## config.mk

```make
export PLATFORM = sky130hd
export DESIGN_NAME = uart_rx_ctl
export DESIGN_NICKNAME = d
export VERILOG_FILES = /design/src/rtl/uart_rx_ctl.sv
export SDC_FILE = /design/constraint.sdc
export NUM_CORES = 1
export LEC_CHECK = 0
export ABC_AREA = 1
export ABC_CLOCK_PERIOD_IN_PS = 2400
export BUFFER_PORTS_ARGS = -buffer_cell sky130_fd_sc_hd__buf_2
export CAP_MARGIN = 20
export CORE_ASPECT_RATIO = 1.4
export CORE_MARGIN = 3
export CORE_UTILIZATION = 60
export CTS_CLUSTER_SIZE = 20
export DETAILED_ROUTE_END_ITERATION = 10
export MAX_ROUTING_LAYER = met4
export PLACE_DENSITY = 0.77
export SLEW_MARGIN = 10
export SYNTH_ARGS = -nofsm -noshare
export SYNTH_HDL_FRONTEND = slang
export SYNTH_SLANG_ARGS = --single-unit
```

## constraint.sdc

```tcl
create_clock -name clk -period 2.4 [get_ports clk]
set_input_delay 0.12 -clock clk [delete_from_list [all_inputs] [get_ports clk]]
set_output_delay 0.12 -clock clk [all_outputs]
set_load 0.01 [all_outputs]
```

## src/rtl/uart_rx_ctl.sv

```systemverilog
// UART receiver (8N1, LSB first) with an oversampling front end and a byte FIFO.
// The line is synchronized, a start is detected on a falling edge at bclk ticks, and
// each bit is sampled once near its centre. Good bytes go to a circular FIFO that the
// consumer pops with rd. Status flags are registered from the post-update count.
module uart_rx_ctl #(
  parameter int unsigned DEPTH_LOG2 = 4,
  parameter int unsigned OVS        = 16
) (
  input  logic       clk,
  input  logic       rst,
  input  logic       bclk,
  input  logic       rxd,
  input  logic       rd,
  output logic [7:0] dout,
  output logic       dout_vld,
  output logic       empty,
  output logic       full,
  output logic       frame_err,
  output logic       overrun
);

  localparam int unsigned Depth  = 2 ** DEPTH_LOG2;
  localparam int unsigned PtrW   = DEPTH_LOG2;
  localparam int unsigned CountW = DEPTH_LOG2 + 1;
  localparam int unsigned CntW   = $clog2(OVS);

  localparam logic [CntW-1:0]   HalfLast = CntW'(OVS / 2 - 1);
  localparam logic [CntW-1:0]   BitLast  = CntW'(OVS - 1);
  localparam logic [CountW-1:0] DepthCnt = CountW'(Depth);

  typedef enum logic [1:0] {
    StIdle,
    StStart,
    StData,
    StStop
  } state_e;

  // Line front end
  logic       sync1_q, sync1_d;
  logic       sync2_q, sync2_d;
  logic [1:0] fill_q, fill_d;
  logic       armed_q, armed_d;
  logic       prev_q, prev_d;
  logic       rxs;
  logic       start_edge;

  // Receiver FSM
  state_e          state_q, state_d;
  logic [CntW-1:0] cnt_q, cnt_d;
  logic [2:0]      bit_q, bit_d;
  logic [7:0]      shift_q, shift_d;
  logic            stop_tick;

  // FIFO and outputs
  logic [7:0]        mem_q [Depth];
  logic [7:0]        mem_d [Depth];
  logic [PtrW-1:0]   wr_ptr_q, wr_ptr_d;
  logic [PtrW-1:0]   rd_ptr_q, rd_ptr_d;
  logic [CountW-1:0] count_q, count_d;
  logic              empty_q, empty_d;
  logic              full_q, full_d;
  logic [7:0]        dout_q, dout_d;
  logic              dout_vld_q, dout_vld_d;
  logic              frame_err_q, frame_err_d;
  logic              overrun_q, overrun_d;
  logic              pop;
  logic              push;
  logic              fifo_ok;

  assign rxs = sync2_q;

  // fill_q marks when both sync stages hold real line samples rather than reset values;
  // armed_q then requires the line to be seen high before any start is honoured, so a
  // line held low through reset cannot fake a start edge.
  assign start_edge = prev_q & ~rxs & armed_q;

  // Synchronizer, previous-tick sample and start arming
  always_comb begin
    sync1_d = rxd;
    sync2_d = sync1_q;
    fill_d  = {fill_q[0], 1'b1};
    prev_d  = prev_q;
    armed_d = armed_q;
    if (bclk) begin
      prev_d = rxs;
      if (rxs && fill_q[1]) begin
        armed_d = 1'b1;
      end
    end
  end

  // Receiver next-state: start qualification, data sampling, stop sampling
  always_comb begin
    state_d   = state_q;
    cnt_d     = cnt_q;
    bit_d     = bit_q;
    shift_d   = shift_q;
    stop_tick = 1'b0;
    unique case (state_q)
      StIdle: begin
        if (bclk && start_edge) begin
          state_d = StStart;
          cnt_d   = '0;
        end
      end
      StStart: begin
        if (bclk) begin
          if (cnt_q == HalfLast) begin
            cnt_d   = '0;
            bit_d   = '0;
            // A high line at mid-start is a glitch, not a frame.
            state_d = rxs ? StIdle : StData;
          end else begin
            cnt_d = cnt_q + CntW'(1);
          end
        end
      end
      StData: begin
        if (bclk) begin
          if (cnt_q == BitLast) begin
            cnt_d   = '0;
            shift_d = {rxs, shift_q[7:1]};
            bit_d   = bit_q + 3'd1;
            if (bit_q == 3'd7) begin
              state_d = StStop;
            end
          end else begin
            cnt_d = cnt_q + CntW'(1);
          end
        end
      end
      StStop: begin
        if (bclk) begin
          if (cnt_q == BitLast) begin
            cnt_d     = '0;
            stop_tick = 1'b1;
            state_d   = StIdle;
          end else begin
            cnt_d = cnt_q + CntW'(1);
          end
        end
      end
      default: begin
        state_d = StIdle;
      end
    endcase
  end

  assign pop     = rd & ~empty_q;
  // A full FIFO still takes the byte when a pop frees a slot on the same edge.
  assign fifo_ok = (count_q < DepthCnt) | pop;
  assign push    = stop_tick & rxs & fifo_ok;

  // FIFO pointers, count, flags and output registers
  always_comb begin
    wr_ptr_d    = wr_ptr_q;
    rd_ptr_d    = rd_ptr_q;
    count_d     = count_q;
    dout_d      = dout_q;
    dout_vld_d  = 1'b0;
    frame_err_d = stop_tick & ~rxs;
    overrun_d   = stop_tick & rxs & ~fifo_ok;
    if (push) begin
      wr_ptr_d = wr_ptr_q + PtrW'(1);
    end
    if (pop) begin
      rd_ptr_d   = rd_ptr_q + PtrW'(1);
      dout_d     = mem_q[rd_ptr_q];
      dout_vld_d = 1'b1;
    end
    if (push && !pop) begin
      count_d = count_q + CountW'(1);
    end else if (pop && !push) begin
      count_d = count_q - CountW'(1);
    end
    empty_d = (count_d == '0);
    full_d  = (count_d == DepthCnt);
  end

  // FIFO storage write port
  always_comb begin
    mem_d = mem_q;
    if (push) begin
      mem_d[wr_ptr_q] = shift_q;
    end
  end

  // State registers with synchronous active-high reset
  always_ff @(posedge clk) begin
    if (rst) begin
      sync1_q     <= 1'b1;
      sync2_q     <= 1'b1;
      fill_q      <= '0;
      armed_q     <= 1'b0;
      prev_q      <= 1'b1;
      state_q     <= StIdle;
      cnt_q       <= '0;
      bit_q       <= '0;
      shift_q     <= '0;
      wr_ptr_q    <= '0;
      rd_ptr_q    <= '0;
      count_q     <= '0;
      empty_q     <= 1'b1;
      full_q      <= 1'b0;
      dout_q      <= '0;
      dout_vld_q  <= 1'b0;
      frame_err_q <= 1'b0;
      overrun_q   <= 1'b0;
    end else begin
      sync1_q     <= sync1_d;
      sync2_q     <= sync2_d;
      fill_q      <= fill_d;
      armed_q     <= armed_d;
      prev_q      <= prev_d;
      state_q     <= state_d;
      cnt_q       <= cnt_d;
      bit_q       <= bit_d;
      shift_q     <= shift_d;
      wr_ptr_q    <= wr_ptr_d;
      rd_ptr_q    <= rd_ptr_d;
      count_q     <= count_d;
      empty_q     <= empty_d;
      full_q      <= full_d;
      dout_q      <= dout_d;
      dout_vld_q  <= dout_vld_d;
      frame_err_q <= frame_err_d;
      overrun_q   <= overrun_d;
    end
  end

  // FIFO storage; contents are only read after being written, so no reset is needed
  always_ff @(posedge clk) begin
    mem_q <= mem_d;
  end

  assign dout      = dout_q;
  assign dout_vld  = dout_vld_q;
  assign empty     = empty_q;
  assign full      = full_q;
  assign frame_err = frame_err_q;
  assign overrun   = overrun_q;

endmodule
```

==> tab_implementation.tex <==
\begin{tabular}{lr}
\hline
Metric & Value \\
\hline
\multicolumn{2}{l}{\textbf{Global route}} \\
\quad Busiest layer in global routing & met2 \\
\quad Global-route usage over all layers & a little over a quarter \\
\quad GRT met3 Usage & under 10\% \\
\quad Initial antenna violation count & 0 \\
\quad Vias in the first global route & roughly 5,100 \\
\quad Pin count of the biggest net entering global routing & between 60 and 70 \\
\quad GR Util met2 & $\sim$46\% \\
\quad Global-route wire length before repair & roughly 27,000 microns \\
\quad Remaining global-route overflow & 0 \\
\quad M1 GR Usage & between 30 and 40\% \\
\multicolumn{2}{l}{\textbf{Detailed routing}} \\
\quad DRT Wirelength & 17,180 microns \\
\quad Detailed router's first-iteration violation count & between 500 and 600 \\
\quad Vias per cell & about 6 \\
\quad Length of the first detailed-routing pass in iterations & 5 \\
\quad Average detailed-routed wire length per instance & just under 20 microns \\
\quad Via count & $\sim$5,300 \\
\quad Antenna viol nets, final & 0 \\
\quad Residual DRC count & 0 \\
\multicolumn{2}{l}{\textbf{Synthesis}} \\
\quad Most frequently used flop master after synthesis & edfxtp\_1 \\
\quad Distinct cells, synth & 39 \\
\quad Leading post-synthesis cells by instance count & 128 x edfxtp\_1, 113 x nand2\_1, 109 x nor2\_1 \\
\quad Post-Synthesis Mean Instance Area & 10.48 sq um \\
\quad Fraction of registers with async set or reset after synthesis & 0\% \\
\quad Number of synthesized flops with an enable pin & about 130 \\
\quad Cell count after synthesis & 706 \\
\quad Cell Area, Synth & 7396 sq um \\
\quad Number of warning messages in the yosys log & 0 \\
\quad FF+latch count, synth & 177 \\
\quad Library cell occupying the most area in the post-synthesis netlist & edfxtp\_1 \\
\quad Proportion of synthesized chip area in sequential cells & 65.23\% \\
\quad Synth area leaders & edfxtp\_1 52\%, dfxtp\_1 13\%, nand2\_1 5.7\% \\
\quad Library cell with the highest instance count after synthesis & edfxtp\_1 \\
\quad Mapped Nets & 721 \\
\quad Fraction of post-synthesis cell area in the top cell type by area & approximately 52\% \\
\multicolumn{2}{l}{\textbf{STA}} \\
\quad RSZ-0062 raised after global routing & no \\
\quad Hold\_ws & 0.03166 ns \\
\quad Final Setup Violations & 0 \\
\quad Slew headroom & just over 40\% \\
\quad Final setup TNS & 0 ns \\
\quad Final cycle utilization of the critical path & between 80\% and 90\% \\
\quad Tightest Pin Transition & $\sim$0.9 ns \\
\quad Fmax & between 400 and 500 MHz \\
\quad Final Max Tran Viols & 0 \\
\quad Shortest period the worst path allows & 2.111 ns \\
\quad Skew final & roughly 0.0086 ns \\
\quad Number of endpoints with negative hold slack in the final report & 0 \\
\multicolumn{2}{l}{\textbf{Worst setup path}} \\
\quad Required time worst endpoint & $\sim$2.5 ns \\
\quad Critical path start-end classification & reg -> reg \\
\quad Data arrival time of the worst path & about 2.3 ns \\
\quad Cell at the slowest stage of the critical path & dfxtp\_1 \\
\quad Most frequent CP cell & nand2\_2 \\
\quad Worst stage delay on the critical path & around 0.37 ns \\
\quad Crit path capture type & register \\
\quad Nature of the critical path startpoint & register \\
\quad Critical path fanouts, max & 8 \\
\quad Worst-path cell chain & ha\_1, nand2\_2, nor2\_8, nand2\_2, nor2\_4, nand2\_4, clkinv\_4, nand2\_1, nor2\_1, buf\_4 \\
\multicolumn{2}{l}{\textbf{Floorplanning}} \\
\quad Die outline width & roughly 100 microns \\
\quad Starting density of the core & 61.95\% \\
\quad IO Count & 18 \\
\quad Std-Cell Core Area & $\sim$12,000 sq um \\
\quad Row count & 47 \\
\quad Die outline height & $\sim$140 microns \\
\quad Total die area & about 14,000 sq um \\
\multicolumn{2}{l}{\textbf{Clock network}} \\
\quad Gates resized, CTS repair & 0 \\
\quad Total clock buffers created by CTS & 17 \\
\quad Number of hold buffers added after cts & 1 \\
\quad Number of post-CTS setup repair buffers & 0 \\
\quad Buffer cell driving the clock tree root & clkbuf\_16 \\
\quad Clock transition at path regs & roughly 0.06 ns \\
\quad H-tree levels & 4 \\
\quad Clock Tree Buf Depth & 2 \\
\quad Insertion delay to the later sink of the worst-skew pair & 0.43 ns \\
\quad Number of clock sinks seen by CTS & 177 \\
\quad TritonCTS clock tree & done \\
\multicolumn{2}{l}{\textbf{Pwr}} \\
\quad Leakage & roughly 3.3 nW \\
\quad Power density over the cells & about 860 nW/um\^{}2 \\
\quad Worst vdd rail ir drop & between 600 and 700 uV \\
\multicolumn{2}{l}{\textbf{Cells and area}} \\
\quad Inserted Diodes & 0 \\
\quad Layout area overhead & 12.06\% \\
\quad Total non-filler cell area in the finished layout & slightly above 8000 sq um \\
\quad Final \#Nets & 747 \\
\quad Final core utilization & a little over two thirds \\
\quad Layout cell share with drive strength beyond 1 & between 10\% and 20\% \\
\multicolumn{2}{l}{\textbf{Placed design}} \\
\quad Post-detailed-placement cell area & between 7000 and 8000 sq um \\
\quad HPWL after detailed placement & between 10,000 and 15,000 microns \\
\quad Number of I/O port buffers & 17 \\
\quad Routability congestion estimate from global placement & about 1 \\
\multicolumn{2}{l}{\textbf{Flow run}} \\
\quad Max-cap violations & 0 \\
\multicolumn{2}{l}{\textbf{Outcome}} \\
\quad Run status & completed \\
\multicolumn{2}{l}{\textbf{Min path}} \\
\quad Type of the worst min-delay path & in -> reg \\
\hline
\end{tabular}
==> stage by stage <==
stage / power [W] / setup WS [ns] / cells
after floorplan: 0.004145 / 0.4329 / 706
after global placement: 0.004407 / 0.3862 / 859
after detailed placement: 0.004438 / 0.2975 / 859
after CTS: 0.007086 / 0.2845 / 892
after global routing: 0.007339 / 0.1575 / 892
final: 0.007092 / 0.2888 / 892
==> critical path, delay by kind of cell (launching register included) <==
family,cells,cell delay (ns)
DFF,1,0.37
adders and majority gates,1,0.24
buffers and inverters,2,0.27
and+or+nand+nor,7,0.93
==> cell families after synthesis <==
family | count (synthesis) | synth area share, %
buffers and inverters | 79 | 4.415
AO/OA/AOI/OAI | 121 | 9.220
AND/OR/NAND/NOR | 317 | 19.20
adder cells (fa/ha/maj) | 10 | 1.692
XOR/XNOR | 2 | 0.2369
flip-flops | 177 | 65.23
==> per-layer routing <==
metal  vias to the layer above  part of all wire [%]
met5                         -                     0
met4                         0                   4.4
met3                        50                   6.4
met2                       244                    53
met1                      2526                    36
li1                       2485                     -
==> registers in the layout, summed over array words and instances, names as in the netlist, named ones only <==
signal,flops
rxs,1
full,1
state_q,1
rd_ptr_q,4
fill_q,2
frame_err,1
count_q,5
cnt_q,4
bit_q,3
sync1_q,1
prev_q,1
dout,8
shift_q,8
mem_q,128
wr_ptr_q,4
dout_vld,1
overrun,1
armed_q,1
empty,1
==> layout by cell type, fill, tap and decap left out, drive strengths merged, types with 3 or more instances in the layout <==
master	netlist	final
a21oi	39	39
buf	17	40
clkbuf	17	19
clkinv	2	9
clkinvlp	0	3
dfxtp	49	49
edfxtp	128	128
ha	10	10
inv	43	44
nand2	121	121
nand3	60	60
nand4	5	5
nor2	119	119
nor3	7	7
o211ai	7	7
o21ai	57	57
o221ai	7	7
o31ai	7	7
==> cell type report <==
type	count	area, sq um
sequential	177	4826
fill	843	3650
multi-input combinational	450	2245
clock buffer	19	442.9
timing repair buffer	41	280.3
tap	147	183.9
inverter	45	173.9
clock inverter	13	136.4
==> power by group <==
group | switching, W | internal [W]
Clock | 0.00113 | 0.00156
Sequential | 0.0000594 | 0.00331
Combinational | 0.000713 | 0.000326
Total | 0.00190 | 0.00519
==> path summary, 6_finish.rpt <==
check / startpoint / end / slack [ns] / cells past startpoint
setup reg to reg: cnt_q[0] / mem_q[89] / 0.29 / 10
hold reg to reg: fill_q[0] / fill_q[1] / 0.42 / 2
hold / removal: bclk / cnt_q[1] / 0.03 / 3
setup / recovery: cnt_q[0] / mem_q[89] / 0.29 / 10
Note: power is estimated with default switching activity, not from simulation.
